File: src/rtl/irq_sequencer.sv
// rtl/irq_sequencer.sv - reset/NMI/IRQ sequencer that injects BRK opcodes at instruction boundaries
// Selects the vector, flags hardware sequences and inhibits PC increment while one runs.
module irq_sequencer #(
   parameter int SYNC_STAGES = 2,
   parameter int VEC_W       = 2
) (
   input  logic             ph1,
   input  logic             resetb,
   input  logic [7:0]       mem_data,
   input  logic [7:0]       p,
   input  logic             first_cycle,
   input  logic             int_done,
   input  logic             nmi_b,
   input  logic             irq_b,
   output logic [7:0]       data_out,
   output logic [VEC_W-1:0] vector_sel,
   output logic             int_active,
   output logic             brk_flag
);

   localparam logic [VEC_W-1:0] VEC_IRQ = VEC_W'(0);
   localparam logic [VEC_W-1:0] VEC_NMI = VEC_W'(1);
   localparam logic [VEC_W-1:0] VEC_RST = VEC_W'(2);

   typedef enum logic [1:0] {
      RST_PEND = 2'd0,
      IDLE     = 2'd1,
      ACTIVE   = 2'd2
   } state_t;

   state_t                 r_state;
   logic [SYNC_STAGES-1:0] r_nmi_sync;
   logic [SYNC_STAGES-1:0] r_irq_sync;
   logic [SYNC_STAGES:0]   r_sync_vld;
   logic                   r_nmi_prev;
   logic                   r_nmi_pend;
   logic [VEC_W-1:0]       r_vector_sel;
   logic                   r_int_active;
   logic                   r_brk_flag;

   logic w_nmi_s;
   logic w_irq_s;
   logic w_nmi_edge;
   logic w_irq_req;
   logic w_inject_rst;
   logic w_inject_nmi;
   logic w_inject_irq;
   logic w_inject;
   logic w_unused_p;

   assign w_nmi_s = r_nmi_sync[SYNC_STAGES-1];
   assign w_irq_s = r_irq_sync[SYNC_STAGES-1];

   // Edges are only trusted once real samples fill the chain, so a low nmi_b at reset release is no edge.
   assign w_nmi_edge = r_sync_vld[SYNC_STAGES] & r_nmi_prev & ~w_nmi_s;
   assign w_irq_req  = ~w_irq_s & ~p[2];
   assign w_unused_p = ^{p[7:3], p[1:0]};

   assign w_inject_rst = first_cycle & (r_state == RST_PEND);
   assign w_inject_nmi = first_cycle & (r_state == IDLE) & r_nmi_pend;
   assign w_inject_irq = first_cycle & (r_state == IDLE) & ~r_nmi_pend & w_irq_req;
   assign w_inject     = w_inject_rst | w_inject_nmi | w_inject_irq;

   assign data_out   = w_inject ? 8'h00 : mem_data;
   assign vector_sel = r_vector_sel;
   assign int_active = r_int_active;
   assign brk_flag   = r_brk_flag;

   always_ff @(posedge ph1 or negedge resetb) begin
      if (!resetb) begin
         r_nmi_sync <= '1;
         r_irq_sync <= '1;
         r_sync_vld <= '0;
         r_nmi_prev <= 1'b1;
      end else begin
         r_nmi_sync[0] <= nmi_b;
         r_irq_sync[0] <= irq_b;
         for (int i = 1; i < SYNC_STAGES; i++) begin
            r_nmi_sync[i] <= r_nmi_sync[i-1];
            r_irq_sync[i] <= r_irq_sync[i-1];
         end
         r_sync_vld <= {r_sync_vld[SYNC_STAGES-1:0], 1'b1};
         r_nmi_prev <= w_nmi_s;
      end
   end

   // A fresh edge wins over the clear, so an edge coinciding with an NMI injection stays pending.
   always_ff @(posedge ph1 or negedge resetb) begin
      if (!resetb) begin
         r_nmi_pend <= 1'b0;
      end else if (w_nmi_edge) begin
         r_nmi_pend <= 1'b1;
      end else if (w_inject_nmi) begin
         r_nmi_pend <= 1'b0;
      end
   end

   always_ff @(posedge ph1 or negedge resetb) begin
      if (!resetb) begin
         r_state      <= RST_PEND;
         r_vector_sel <= VEC_RST;
         r_int_active <= 1'b0;
         r_brk_flag   <= 1'b1;
      end else begin
         case (r_state)
            RST_PEND: begin
               if (w_inject_rst) begin
                  r_state      <= ACTIVE;
                  r_vector_sel <= VEC_RST;
                  r_int_active <= 1'b1;
                  r_brk_flag   <= 1'b0;
               end
            end
            IDLE: begin
               if (w_inject_nmi || w_inject_irq) begin
                  r_state      <= ACTIVE;
                  r_vector_sel <= w_inject_nmi ? VEC_NMI : VEC_IRQ;
                  r_int_active <= 1'b1;
                  r_brk_flag   <= 1'b0;
               end
            end
            ACTIVE: begin
               if (int_done) begin
                  r_state      <= IDLE;
                  r_vector_sel <= VEC_IRQ;
                  r_int_active <= 1'b0;
                  r_brk_flag   <= 1'b1;
               end
            end
            default: begin
               r_state      <= RST_PEND;
               r_vector_sel <= VEC_RST;
               r_int_active <= 1'b0;
               r_brk_flag   <= 1'b1;
            end
         endcase
      end
   end

endmodule

File: config.mk
export PLATFORM = sky130hd
export DESIGN_NAME = irq_sequencer
export DESIGN_NICKNAME = d
export VERILOG_FILES = /design/src/rtl/irq_sequencer.sv
export SDC_FILE = /design/constraint.sdc
export NUM_CORES = 1
export LEC_CHECK = 0
export BUFFER_PORTS_ARGS = -buffer_cell sky130_fd_sc_hd__buf_2
export CAP_MARGIN = 20
export CORE_MARGIN = 10
export CORE_UTILIZATION = 43
export CTS_CLUSTER_SIZE = 20
export DETAILED_ROUTE_END_ITERATION = 7
export PLACE_DENSITY = 0.8
export SYNTH_ARGS = -nofsm -noshare
export SYNTH_HDL_FRONTEND = slang
export SYNTH_SLANG_ARGS = --single-unit
File: constraint.sdc
create_clock -name ph1 -period 2.4 [get_ports ph1]
set_clock_uncertainty 0.05 [all_clocks]
set_input_delay 0.36 -clock ph1 [delete_from_list [all_inputs] [get_ports ph1]]
set_output_delay 0.36 -clock ph1 [all_outputs]
set_load 0.02 [all_outputs]
==> run_results.csv <==
group,metric,value,unit
timing,setup_ws,0.381,ns
power_and_ir_drop,clock_power_share,14.5,%
global_routing,gr-total-overflow,0,
timing,min_period,2.02,ns
yosys,ys_ff_latch,15,
die,coreArea,1490,µm²
yosys,yosysWarnings,0,
route,remaining_drc_errors,0,
power_and_ir_drop,power.density,1120,nW/µm²
power_and_ir_drop,p_sw,0.000383,W
worst_setup_path,cp.required,1.99,ns
cts,clockBufferDepth,2,
hold_path,hold_path_depth,1,
power_and_ir_drop,p_leak,0.438,nW
yosys,synth.distinct_cells,20,
yosys,ys_seq_area_share,56.9,%
power_and_ir_drop,p_seq_share,38.8,%
power_and_ir_drop,p_sw_share,39.6,%
route,viasPerCell,4.85,
timing,drv_slew,0,
die,die_h,59.6,µm
run,drv_cap,0,
placed_design,dpl_cell_area,822,µm²
cts,clock_latency,0.28,ns
finish,final_net_count,111,
yosys,netlist.area_leader.share,29.6,%
global_routing,antenna_found_initial,0,
cts,cts_buffers,3,
route,drtPass1Iterations,2,
power_and_ir_drop,combPwrFrac,46.8,%
finish,fillers,121,
die,rows,14,
placed_design,port_buffers,26,
finish,layoutNonFillerInstCount,100,
global_routing,grt_pass1_vias,528,
worst_setup_path,critPathMaxFanout,8,
hold_path,hold_class,"input pin to register",
die,ios,34,
die,dieArea,3560,µm²
cts,htree_levels,1,
finish,fin_area,860,µm²
placed_design,dp_cells,95,
die,start_util,45.4,%
timing,fin_crit_sh,84.1,%
global_routing,grt_util_all_layers,8.09,%
global_routing,grt_pass1_wl,2200,µm
global_routing,grt_max_degree,16,
run_status,status,"complete, no violations",
finish,drive_gt1_share,45.2,%
yosys,synth.avg_cell_area,12.5,µm²
timing,fmax,0.495,GHz
die,die_w,59.6,µm
yosys,synthTopCellsByArea,"dfrtp_1 (30%), dfstp_2 (27%), a21boi_0 (8.9%)",
worst_setup_path,critPathCaptureType,"primary output",
placed_design,place_congestion,0.714,
power_and_ir_drop,vdd.ir_drop.worst,0.655,mV
placed_design,dp_slack,0.492,ns
cts,path_clk_slew,0.09,ns
timing,finalSetupViolCount,0,
route,wl,1350,µm
cts,cts_tree,"yes",
timing,rsz0062_at_grt,"false",
yosys,syn_area,676,µm²
yosys,yosys.area.top_type,"dfrtp_1",
finish,antenna_cells,0,
timing,fin_tns_setup,0,ns
route,vias,485,
power_and_ir_drop,internal-power,0.000583,W
route,wire_per_inst,13.5,µm
route,ant_nets,0,
worst_setup_path,worstSetupPathType,"register to primary output",
cts,cts_sinks,15,
cts,clockRootBuffer,"clkbuf_4",
finish,syn_to_final_growth,27.2,%
timing,hold_violations,0,
worst_setup_path,reg2regPathDepth,5,
worst_setup_path,cp-start-kind,"register",
placed_design,dpl.hpwl,1120,µm
yosys,synth_nets,80,
route,drt_iter0_drc,2,
worst_setup_path,critPathArrivalTime,1.61,ns
yosys,syn_inst,54,
[routing by layer]
| metal | track usage (%) | share of wire (%) | wire length [µm] | up-vias |
|---|---|---|---|---|
| met5 | 0 | 0 | 0 | - |
| li1 | - | - | - | 238 |
| met4 | 4.81 | 0.67 | 9 | 0 |
| met2 | 12.4 | 43 | 580 | 23 |
| met3 | 6.22 | 17 | 232 | 2 |
| met1 | 7.46 | 39 | 524 | 222 |
[power groups by stage]
stage	combinational, W	sequential (W)	clock [W]
finish	0.000452	0.000374	0.000140
global route	0.000505	0.000387	0.000159
CTS	0.000465	0.000375	0.000144
detailed placement	0.000461	0.000379	0
global placement	0.000440	0.000376	0
floorplan	0.000286	0.000414	0
[timing repair]
item | CTS | global route
endpoints found under the hold margin | 8 | 0
gates resized for setup | 0 | 0
buffers inserted | 0 | 0
hold buffers | 1 | 0
[critical path: stages, from the launching register on]
cell and delay [ns]:
dfrtp_1 0.41, inv_1 0.09, ha_1 0.23, a21o_1 0.22, a21boi_0 0.19, buf_2 0.19
[per-stage QoR]
stage / hold WS, ns / total power, W / utilization, %
after floorplan: 0.0144 / 0.000700 / -
final: 0.125 / 0.000966 / 57.7
after global routing: 0.0988 / 0.00105 / 57.7
after CTS: 0.113 / 0.000984 / 57.7
after detailed placement: 0.223 / 0.000841 / 55.2
after global placement: 0.216 / 0.000817 / 55.2
[cell usage in the layout (no fill, tap or decap), drive strengths merged]
cell type / netlist / final
a211oi: 1 / 1
a21boi: 9 / 9
a21o: 1 / 1
buf: 0 / 26
clkbuf: 1 / 3
clkinv: 0 / 1
conb: 1 / 1
dfrtp: 8 / 8
dfstp: 7 / 7
dlygate4sd3: 0 / 1
ha: 4 / 4
inv: 5 / 5
mux2: 3 / 3
mux2i: 2 / 2
nand2: 3 / 3
nand3: 1 / 1
nor2: 2 / 2
nor2b: 2 / 2
o21ai: 1 / 1
o21bai: 1 / 1
o32ai: 1 / 1
or3b: 1 / 1
[sequential cells by signal, indices dropped and copies added (netlist names)]
name        flops
vector_sel      2
r_nmi_pend      1
brk_flag        1
int_active      1
r_nmi_prev      1
r_irq_sync      2
r_sync_vld      3
r_nmi_sync      2
r_state         2
[cell usage after synthesis, drive strengths merged]
cell type  count
ha             4
a21boi         9
nand3          1
or3b           1
inv            5
clkbuf         1
nand2          3
o32ai          1
o21ai          1
mux2i          2
o21bai         1
a21o           1
mux2           3
dfstp          7
a211oi         1
dfrtp          8
conb           1
nor2b          2
nor2           2
[logic make-up (layout without fill, tap and decap cells)]
kind of cell,count (synthesis),after routing,share of synthesized area [%]
AO/OA/AOI/OAI,14,14,17.2
adder cells (fa/ha/maj),4,4,7.41
buffers and inverters,6,36,3.33
flip-flops,15,15,56.9
multiplexers,5,5,7.96
other,1,1,0.555
AND/OR/NAND/NOR,9,9,6.67
[worst paths after layout]
kind / endpoint / from / slack (ns)
max reg2reg: r_state[1] / r_state[1] / 0.60
min reg2reg: r_sync_vld[2] / r_sync_vld[1] / 0.30
max in group asynchronous: r_nmi_prev / resetb / 1.56
min in group asynchronous: r_state[0] / resetb / 0.45
min: r_irq_sync[0] / irq_b / 0.12
max: data_out[7] / r_state[0] / 0.38
[area by class of cell]
class	instances	area, µm²	share of cell area [%]
Timing Repair Buffer	27	140	16.3
Sequential cell	15	384	44.7
Multi-Input combinational cell	33	269	31.3
Clock buffer	3	22.5	2.62
Inverter	5	18.8	2.18
Clock inverter	1	5.00	0.582
Tap cell	16	20.0	2.33
(Power assumes the default switching activity.)
